`src/rtl/fifo_pkg.sv`:
```
// Shared constants and width helpers for the parametrised synchronous FIFO.
package fifo_pkg;

  localparam int unsigned DEF_WIDTH     = 8;
  localparam int unsigned DEF_DEPTH     = 10;
  localparam int unsigned DEF_AFULL_TH  = 8;
  localparam int unsigned DEF_AEMPTY_TH = 2;

  // Ceiling log2, usable in parameter/localparam elaboration.
  function automatic int unsigned clog2_f(input int unsigned v);
    int unsigned r;
    int unsigned p;
    r = 0;
    p = 1;
    while (p < v) begin
      p = p << 1;
      r = r + 1;
    end
    return r;
  endfunction

  function automatic int unsigned ptr_width(input int unsigned depth);
    return clog2_f(depth);
  endfunction

  function automatic int unsigned cnt_width(input int unsigned depth);
    return clog2_f(depth + 1);
  endfunction

endpackage

```
`src/rtl/fifo_sync_param_if.sv`:
```
// Producer/consumer-facing signal bundle of the synchronous FIFO.
interface fifo_sync_param_if
  import fifo_pkg::*;
#(
  parameter int unsigned WIDTH = DEF_WIDTH,
  parameter int unsigned DEPTH = DEF_DEPTH
);

  localparam int unsigned CW = cnt_width(DEPTH);

  logic             wr_en;
  logic [WIDTH-1:0] wr_data;
  logic             rd_en;
  logic [WIDTH-1:0] rd_data;
  logic             rd_valid;
  logic             full;
  logic             empty;
  logic             almost_full;
  logic             almost_empty;
  logic [CW-1:0]    count;
  logic             overflow;
  logic             underflow;

  // Datapath side that pushes and pops words.
  modport master (
    output wr_en, wr_data, rd_en,
    input  rd_data, rd_valid, full, empty, almost_full, almost_empty,
           count, overflow, underflow
  );

  // The FIFO itself.
  modport slave (
    input  wr_en, wr_data, rd_en,
    output rd_data, rd_valid, full, empty, almost_full, almost_empty,
           count, overflow, underflow
  );

endinterface

```
`src/rtl/decoder_n.sv`:
```
// Enable-gated binary-to-one-hot decoder; only the first OUTS codes have rows.
module decoder_n #(
  parameter int unsigned N    = 4,
  parameter int unsigned OUTS = 10
) (
  input  logic [N-1:0]    sel,
  input  logic            en,
  output logic [OUTS-1:0] onehot
);

  always_comb begin
    onehot = '0;
    for (int unsigned i = 0; i < OUTS; i++) begin
      if (sel == N'(i)) begin
        onehot[i] = en;
      end
    end
  end

endmodule

```
`src/rtl/fifo_sync_param.sv`:
```
// Single-clock FIFO on a register bank with occupancy flags, registered read
// data and overflow/underflow pulses.
module fifo_sync_param
  import fifo_pkg::*;
#(
  parameter int unsigned WIDTH     = DEF_WIDTH,
  parameter int unsigned DEPTH     = DEF_DEPTH,
  parameter int unsigned AFULL_TH  = DEF_AFULL_TH,
  parameter int unsigned AEMPTY_TH = DEF_AEMPTY_TH
) (
  input logic              clk,
  input logic              rst_n,
  fifo_sync_param_if.slave bus
);

  localparam int unsigned AW = ptr_width(DEPTH);
  localparam int unsigned CW = cnt_width(DEPTH);

  logic [AW-1:0]    wr_ptr;
  logic [AW-1:0]    rd_ptr;
  logic [CW-1:0]    cnt;
  logic [WIDTH-1:0] rd_data_q;
  logic             rd_valid_q;
  logic             overflow_q;
  logic             underflow_q;

  logic [WIDTH-1:0] mem [DEPTH];
  logic [DEPTH-1:0] row_we;

  logic full_c;
  logic empty_c;
  logic wr_acc;
  logic rd_acc;

  // Pointers wrap at DEPTH-1 so non-power-of-2 depths use every row.
  function automatic logic [AW-1:0] ptr_inc(input logic [AW-1:0] p);
    return (p == AW'(DEPTH - 1)) ? '0 : p + AW'(1);
  endfunction

  assign full_c  = (cnt == CW'(DEPTH));
  assign empty_c = (cnt == '0);
  assign wr_acc  = bus.wr_en & ~full_c;
  assign rd_acc  = bus.rd_en & ~empty_c;

  decoder_n #(
    .N    (AW),
    .OUTS (DEPTH)
  ) u_wr_dec (
    .sel    (wr_ptr),
    .en     (wr_acc),
    .onehot (row_we)
  );

  // Storage rows are deliberately left unreset.
  always_ff @(posedge clk) begin
    for (int unsigned i = 0; i < DEPTH; i++) begin
      if (row_we[i]) begin
        mem[i] <= bus.wr_data;
      end
    end
  end

  always_ff @(posedge clk or negedge rst_n) begin
    if (!rst_n) begin
      wr_ptr <= '0;
      rd_ptr <= '0;
      cnt    <= '0;
    end else begin
      if (wr_acc) begin
        wr_ptr <= ptr_inc(wr_ptr);
      end
      if (rd_acc) begin
        rd_ptr <= ptr_inc(rd_ptr);
      end
      if (wr_acc && !rd_acc) begin
        cnt <= cnt + CW'(1);
      end else if (rd_acc && !wr_acc) begin
        cnt <= cnt - CW'(1);
      end
    end
  end

  // Read port and error pulses; a write into an empty FIFO is never bypassed.
  always_ff @(posedge clk or negedge rst_n) begin
    if (!rst_n) begin
      rd_data_q   <= '0;
      rd_valid_q  <= 1'b0;
      overflow_q  <= 1'b0;
      underflow_q <= 1'b0;
    end else begin
      rd_valid_q  <= rd_acc;
      overflow_q  <= bus.wr_en & full_c;
      underflow_q <= bus.rd_en & empty_c;
      if (rd_acc) begin
        rd_data_q <= mem[rd_ptr];
      end
    end
  end

  assign bus.rd_data      = rd_data_q;
  assign bus.rd_valid     = rd_valid_q;
  assign bus.overflow     = overflow_q;
  assign bus.underflow    = underflow_q;
  assign bus.count        = cnt;
  assign bus.full         = full_c;
  assign bus.empty        = empty_c;
  assign bus.almost_full  = (cnt >= CW'(AFULL_TH));
  assign bus.almost_empty = (cnt <= CW'(AEMPTY_TH));

endmodule

```
`src/flat_wrapper.sv`:
```
// flat-port wrapper written by rule: the top's interface ports become plain ports
module fifo_sync_param_flat import fifo_pkg::*;
#(
  parameter int unsigned WIDTH     = DEF_WIDTH,
  parameter int unsigned DEPTH     = DEF_DEPTH,
  parameter int unsigned AFULL_TH  = DEF_AFULL_TH,
  parameter int unsigned AEMPTY_TH = DEF_AEMPTY_TH
)
  (clk, rst_n, bus_wr_en, bus_wr_data, bus_rd_en, bus_rd_data, bus_rd_valid, bus_full, bus_empty, bus_almost_full, bus_almost_empty, bus_count, bus_overflow, bus_underflow);
  fifo_sync_param_if #(.WIDTH(WIDTH), .DEPTH(DEPTH)) bus_i ();
  input logic clk;
  input logic rst_n;
  input wire logic [$bits(bus_i.wr_en)-1:0] bus_wr_en;
  input wire logic [$bits(bus_i.wr_data)-1:0] bus_wr_data;
  input wire logic [$bits(bus_i.rd_en)-1:0] bus_rd_en;
  output wire logic [$bits(bus_i.rd_data)-1:0] bus_rd_data;
  output wire logic [$bits(bus_i.rd_valid)-1:0] bus_rd_valid;
  output wire logic [$bits(bus_i.full)-1:0] bus_full;
  output wire logic [$bits(bus_i.empty)-1:0] bus_empty;
  output wire logic [$bits(bus_i.almost_full)-1:0] bus_almost_full;
  output wire logic [$bits(bus_i.almost_empty)-1:0] bus_almost_empty;
  output wire logic [$bits(bus_i.count)-1:0] bus_count;
  output wire logic [$bits(bus_i.overflow)-1:0] bus_overflow;
  output wire logic [$bits(bus_i.underflow)-1:0] bus_underflow;
  assign bus_i.wr_en = bus_wr_en;
  assign bus_i.wr_data = bus_wr_data;
  assign bus_i.rd_en = bus_rd_en;
  assign bus_rd_data = bus_i.rd_data;
  assign bus_rd_valid = bus_i.rd_valid;
  assign bus_full = bus_i.full;
  assign bus_empty = bus_i.empty;
  assign bus_almost_full = bus_i.almost_full;
  assign bus_almost_empty = bus_i.almost_empty;
  assign bus_count = bus_i.count;
  assign bus_overflow = bus_i.overflow;
  assign bus_underflow = bus_i.underflow;
  fifo_sync_param #(.WIDTH(WIDTH), .DEPTH(DEPTH), .AFULL_TH(AFULL_TH), .AEMPTY_TH(AEMPTY_TH)) u_core (.clk(clk), .rst_n(rst_n), .bus(bus_i));
endmodule
```
`config.mk`:
```
export PLATFORM = sky130hd
export DESIGN_NAME = fifo_sync_param_flat
export DESIGN_NICKNAME = d
export VERILOG_FILES = /design/src/rtl/fifo_pkg.sv /design/src/rtl/fifo_sync_param_if.sv /design/src/rtl/decoder_n.sv /design/src/rtl/fifo_sync_param.sv /design/src/flat_wrapper.sv
export SDC_FILE = /design/constraint.sdc
export NUM_CORES = 1
export LEC_CHECK = 0
export CAP_MARGIN = 20
export CORE_MARGIN = 2
export CORE_UTILIZATION = 25
export CTS_CLUSTER_DIAMETER = 100
export DETAILED_ROUTE_END_ITERATION = 10
export GPL_ROUTABILITY_DRIVEN = 0
export PLACE_DENSITY_LB_ADDON = 0.12
export SKIP_LAST_GASP = 1
export SLEW_MARGIN = 20
export SYNTH_ARGS = -nofsm -noshare
export SYNTH_HDL_FRONTEND = slang
export SYNTH_HIERARCHICAL = 1
export SYNTH_SLANG_ARGS = --single-unit
```
`constraint.sdc`:
```
create_clock -name clk -period 3.3 [get_ports clk]
set_input_delay 0.33 -clock clk [delete_from_list [all_inputs] [get_ports clk]]
set_output_delay 0.33 -clock clk [all_outputs]
set_load 0.01 [all_outputs]
```
==> results of run 1 <==
[metal layers]
metal | part of all wire [%] | vias up | routed length, um
met5 | 0 | - | 0
met4 | 2.5 | 0 | 208
met1 | 51 | 1100 | 4260
li1 | - | 1041 | -
met2 | 44 | 37 | 3630
met3 | 2.5 | 13 | 211
[worst max path at each step]
stage	from	endpoint	slack, ps	cells past startpoint
after floorplan	u_core/bus.count[1]	u_core/bus.count[3]	570	8
after global placement	u_core/bus.count[0]	u_core/bus.count[3]	720	8
after detailed placement	u_core/bus.count[0]	u_core/bus.count[3]	670	8
after CTS	u_core/bus.count[0]	u_core/bus.count[3]	660	8
after global routing	u_core/bus.count[0]	u_core/bus.count[3]	420	8
final	u_core/bus.count[0]	u_core/bus.count[3]	620	8
[logic make-up (layout without fill, tap and decap cells)]
| kind of cell | count (synthesis) | after routing | share of synthesized area (%) |
|---|---|---|---|
| compound gates | 29 | 29 | 4.29 |
| xor+xnor | 6 | 6 | 1.24 |
| fa+ha+maj | 4 | 4 | 1.36 |
| buf+inv | 17 | 61 | 2.19 |
| flops | 103 | 103 | 70.3 |
| mux | 36 | 36 | 14.2 |
| simple gates | 55 | 55 | 6.41 |
[power breakdown]
part           internal, mW  switching, mW
registers              1.64          0.282
logic                 0.709          0.600
clock network         0.516          0.483
total                  2.87           1.37
[sequential cells by signal, indices dropped and copies added (netlist names)]
signal	flops
u_core/rd_ptr	4
u_core/bus.overflow	1
u_core/bus.rd_valid	1
u_core/bus.count	4
u_core/wr_ptr	4
u_core/mem	80
u_core/bus.underflow	1
u_core/bus.rd_data	8
[worst max-delay path, delay by kind of cell (launching register included)]
kind / cells / cell delay, ps
and+or+nand+nor: 2 / 610
AOI/OAI and AO/OA: 3 / 760
adders and majority gates: 2 / 510
DFF: 1 / 500
buffers and inverters: 1 / 160
[through the flow]
step,util (%),instances
after floorplan,-,250
after global placement,29.0,497
after detailed placement,28.9,497
after CTS,30.6,514
after global routing,30.6,514
final,30.6,514
[layout by cell type, fill, tap and decap left out, types with 10 or more instances in the layout]
cell type        instances
nand2_1                 22
a21oi_1                 11
o21ai_1                 10
edfxtp_1                80
dfrtp_1                 23
clkdlybuf4s50_1         29
[cell type report]
| class | count | area (sq um) |
|---|---|---|
| clock buffers | 10 | 229 |
| clock inverters | 6 | 43.8 |
| fillers | 1652 | 11500 |
| inverters | 5 | 18.8 |
| multi-input cells | 130 | 1160 |
| flip-flops and latches | 103 | 2980 |
| well taps | 220 | 275 |
| repair buffers | 40 | 373 |
[timing repair]
action                                  4_1_cts  5_1_grt
hold endpoints to repair                     23        0
hold buffers                                  1        0
endpoints found under the setup margin        0        0
resized for setup                             0        0
==> flow_summary.toml, run 1 <==
[global_routing]
use_met2_pct = 14.8
grt_pass1_vias = 2166
grt_usage_pct = 10.1
grt_pass1_wl_um = 13100
grt-ovfl-total = 0
antenna_found_initial = 0
grt_busiest_layer = "met2"
grt.met1_usage_pct = 14.2
use_met3_pct = 1.93
grt_start_max_net_pins = 28

[setup_path]
max_stage_delay_ps = 500
cpMaxStageDelayCell = "dfrtp_1"
rr_startpoint = "u_core/bus.count[0]"
critPathLaunchType = "register"
required_ps = 3520
path_common_cell = "ha_1"
r2r_cells = 8
critical_path.max_fanout = 8
reg2reg_to = "u_core/bus.count[3]"
critPathKind = "reg -> reg"
path_cells = "nand4bb_1, and2_1, ha_1, inv_1, ha_1, a21o_1, a2111oi_0, o31ai_1"
end_kind = "register"
cp.arrival_ps = 2900
rrSetupSlack_ps = 620

[synth]
syn-cell-area_sq_um = 4230
synth_cells = 250
synthFlopType = "edfxtp_1"
yosysSeqAreaShare_pct = 70.3
synth_top_area_share_pct = 56.7
syn_nets = 266
syn_avg_cell_area_sq_um = 16.9
ys_ff_latch = 103
post-synth-top-count-cell = "edfxtp_1"
synth_warnings = 6
synthTopCellsByArea = "edfxtp_1, dfrtp_1, mux4_2"
ys_async_sr_fraction_pct = 22.3
synth_top_cell_by_area = "edfxtp_1"
netlist-cell-type-count = 39
synthTopCellsByCount = "edfxtp_1, dfrtp_1, nand2_1, a21oi_1, o21ai_1"
synth_edf_count = 80

[floorplan]
die_h_um = 134
pin_count = 31
start_util_pct = 25.5
core_area_sq_um = 16600
die_area_sq_um = 18000
rows = 47
die_x_um = 134

[route]
postRouteAntennaNets = 0
drt_iter0_drc = 130
drcViolationCount = 0
first_pass_iters = 4
vias = 2191
wl_per_cell_um = 16.2
routed_via_density = 4.26
drt_wl_total_um = 8320

[status]
status = "finished, final reports clean"

[sta]
worst_slack_ps = 623
fin_skew_ps = 5.65
min_period_over_period_pct = 81.1
hold_slack_ps = 464
finalMaxSlewViolations = 0
slew-limit-headroom_pct = 39.8
rsz0062_at_grt = "false"
hold_violations = 0
min_period_ps = 2680
max_freq_mhz = 374
setup_viol = 0
worstMarginPinSlew_ps = 904
fin_tns_setup_ps = 0

[hold_path]
min_from = "u_core/bus.rd_data[1]"
holdPathEnd = "u_core/bus.rd_data[1]"
hold_path_depth = 2
hold_class = "reg -> reg"

[place]
portBuffers = 30
placedInstanceArea_sq_um = 4800
dp_hpwl_um = 5340
post-place-ws_ps = 668

[cts]
clockBufferDepth = 2
cts-root-buf = "clkbuf_16"
cts_max_level = 3
insertion_delay_ps = 350
cts_buffers = 9
cts_tree = "yes"
path_clk_slew_ps = 70
clock_sinks = 103
post_cts_buffers = 0

[power]
p_total_mw = 4.23
powerDensity_nw_per_um2 = 833
ir_worst_vdd_v = 0.000474
leakage_nw = 1.77

[layout]
drive_above_1_share_pct = 15.3
fin_nets = 305
antenna_cells = 0
fin_area_sq_um = 5080
syn_to_final_growth_pct = 20.0

[job]
drv_cap = 0
No activity file was read; power rests on OpenSTA's default activity.
==> run 2: changes to the inputs <==
==> constraint.sdc (replaced) <==
create_clock -name clk -period 2.6 [get_ports clk]
set_input_delay 0.26 -clock clk [delete_from_list [all_inputs] [get_ports clk]]
set_output_delay 0.26 -clock clk [all_outputs]
set_load 0.01 [all_outputs]
==> run 2 against run 1 <==
Global-route usage is 0.14 points higher; cell count is 1.4% higher; total power is 33% higher; critical path depth is 1 higher; clock skew is 4.9 ps higher; non-clock buffer count is 7 higher; maximum frequency is 12% higher; clock power is 38% higher; largest cell class unchanged.
==> flow_summary.toml, run 2 (synthesis results as in run 1) <==
[route]
drt_iter0_drc = 155
wl_per_cell_um = 16.0
drt_wl_total_um = 8310
vias = 2194
first_pass_iters = 4
routed_via_density = 4.21
postRouteAntennaNets = 0
drcViolationCount = 0

[setup_path]
path_cells = "buf_4, o41ai_4, ha_4, inv_2, ha_1, a21o_1, a21oi_2, mux2i_1, o31ai_1"
cpLargestDelayFamily = "compound AO/OA/AOI/OAI gates"
critPathKind = "reg -> reg"
rr_startpoint = "u_core/bus.count[0]"
reg2reg_to = "u_core/bus.count[3]"
path_depth = 9
critPathLaunch = "u_core/bus.count[0]"
rrSetupSlack_ps = 200
critPathLaunchType = "register"
max_stage_delay_ps = 430
r2r_cells = 9
cp.arrival_ps = 2630
critical_path.max_fanout = 5
critPathBufInv = 2
required_ps = 2830
crit_end = "u_core/bus.count[3]"
end_kind = "register"
cpMaxStageDelayCell = "dfrtp_1"

[layout]
multiInputGateArea_sq_um = 1190
largest_reg_flops = 80
most-common-layout-cells = "edfxtp_1, clkdlybuf4s50_1, nand2_1, dfrtp_1, buf_4"
antenna_cells = 0
fillers = 1642
drive_above_1_share_pct = 18.9
fin_nets = 312
final_cell_count_no_fill = 521
syn_to_final_growth_pct = 22.9
top_register = "u_core/mem"
layout_commonest_cell = "edfxtp_1"
regArea_sq_um = 2980

[floorplan]
die_area_sq_um = 18000
rows = 47
core_area_sq_um = 16600
start_util_pct = 25.5
pin_count = 31
die_x_um = 134
die_h_um = 134

[place]
post-place-ws_ps = 173
dp_cells = 505
dp_hpwl_um = 5360
portBuffers = 30

[sta]
fin_skew_ps = 10.6
min_period_ps = 2400
worst_slack_ps = 201
fin_tns_setup_ps = 0
worstMarginPinSlew_ps = 591
max_freq_mhz = 417
setup_viol = 0
rsz0062_at_grt = "false"
hold_violations = 0
finalMaxSlewViolations = 0
hold_slack_ps = 259
slew-limit-headroom_pct = 60.6
min_period_over_period_pct = 92.3

[job]
drv_cap = 0

[global_routing]
grt_pass1_wl_um = 13400
grt-ovfl-total = 0
grt_pass1_vias = 2251
grt_usage_pct = 10.2
antenna_found_initial = 0
grt_start_max_net_pins = 28

[power]
p_total_mw = 5.63
powerDensity_nw_per_um2 = 1080
ir_worst_vdd_v = 0.000517
leakage_nw = 1.82

[cts]
cts-root-buf = "clkbuf_16"
cts_buffers = 9
path_clk_slew_ps = 80
cts_tree = "yes"
insertion_delay_ps = 350
clock_sinks = 103
cts_max_level = 3
cts_hold_buf = 0
clockBufferDepth = 2

[hold_path]
hold_class = "in -> async"

[status]
status = "finished, final reports clean"
-- run 2: final cells by class --
class,instances,area share (%)
well taps,220,5.29
inverters,5,0.361
repair buffers,47,8.46
multi-input cells,130,22.8
flip-flops and latches,103,57.2
clock buffers,9,4.33
clock inverters,7,1.51
-- run 2: metrics by stage --
stage	area (sq um)	utilization, %
after global placement	4900	29.5
final	5200	31.4
after floorplan	4270	-
after global routing	5200	31.4
after detailed placement	4900	29.5
after CTS	5200	31.4
-- run 2: power by group --
| part | total [mW] | switching, mW | internal [mW] |
|---|---|---|---|
| sequential | 2.34 | 0.256 | 2.09 |
| combinational | 1.90 | 0.910 | 0.989 |
| clock | 1.38 | 0.623 | 0.760 |
| total | 5.63 | 1.79 | 3.84 |
-- run 2: routing by layer --
layer	share of wire, %	GRT usage [%]
met1	52	14.6
met2	43	14.5
met3	2.5	2.04
met4	2.3	5.79
met5	0	0
-- run 2: worst min path at each step --
stage | startpoint | end | slack (ps) | cells after the start
floorplan | rst_n | u_core/bus.count[0] | -40 | 0
global placement | u_core/bus.rd_data[6] | u_core/bus.rd_data[6] | 450 | 2
detailed placement | u_core/bus.rd_data[6] | u_core/bus.rd_data[6] | 460 | 2
CTS | rst_n | u_core/wr_ptr[0] | 270 | 2
global route | rst_n | u_core/wr_ptr[0] | 280 | 2
finish | rst_n | u_core/bus.count[2] | 260 | 2
-- run 2: repair_timing --
item	CTS	global route
gates resized for setup	0	1
setup endpoints to repair	0	1
setup buffers	0	0
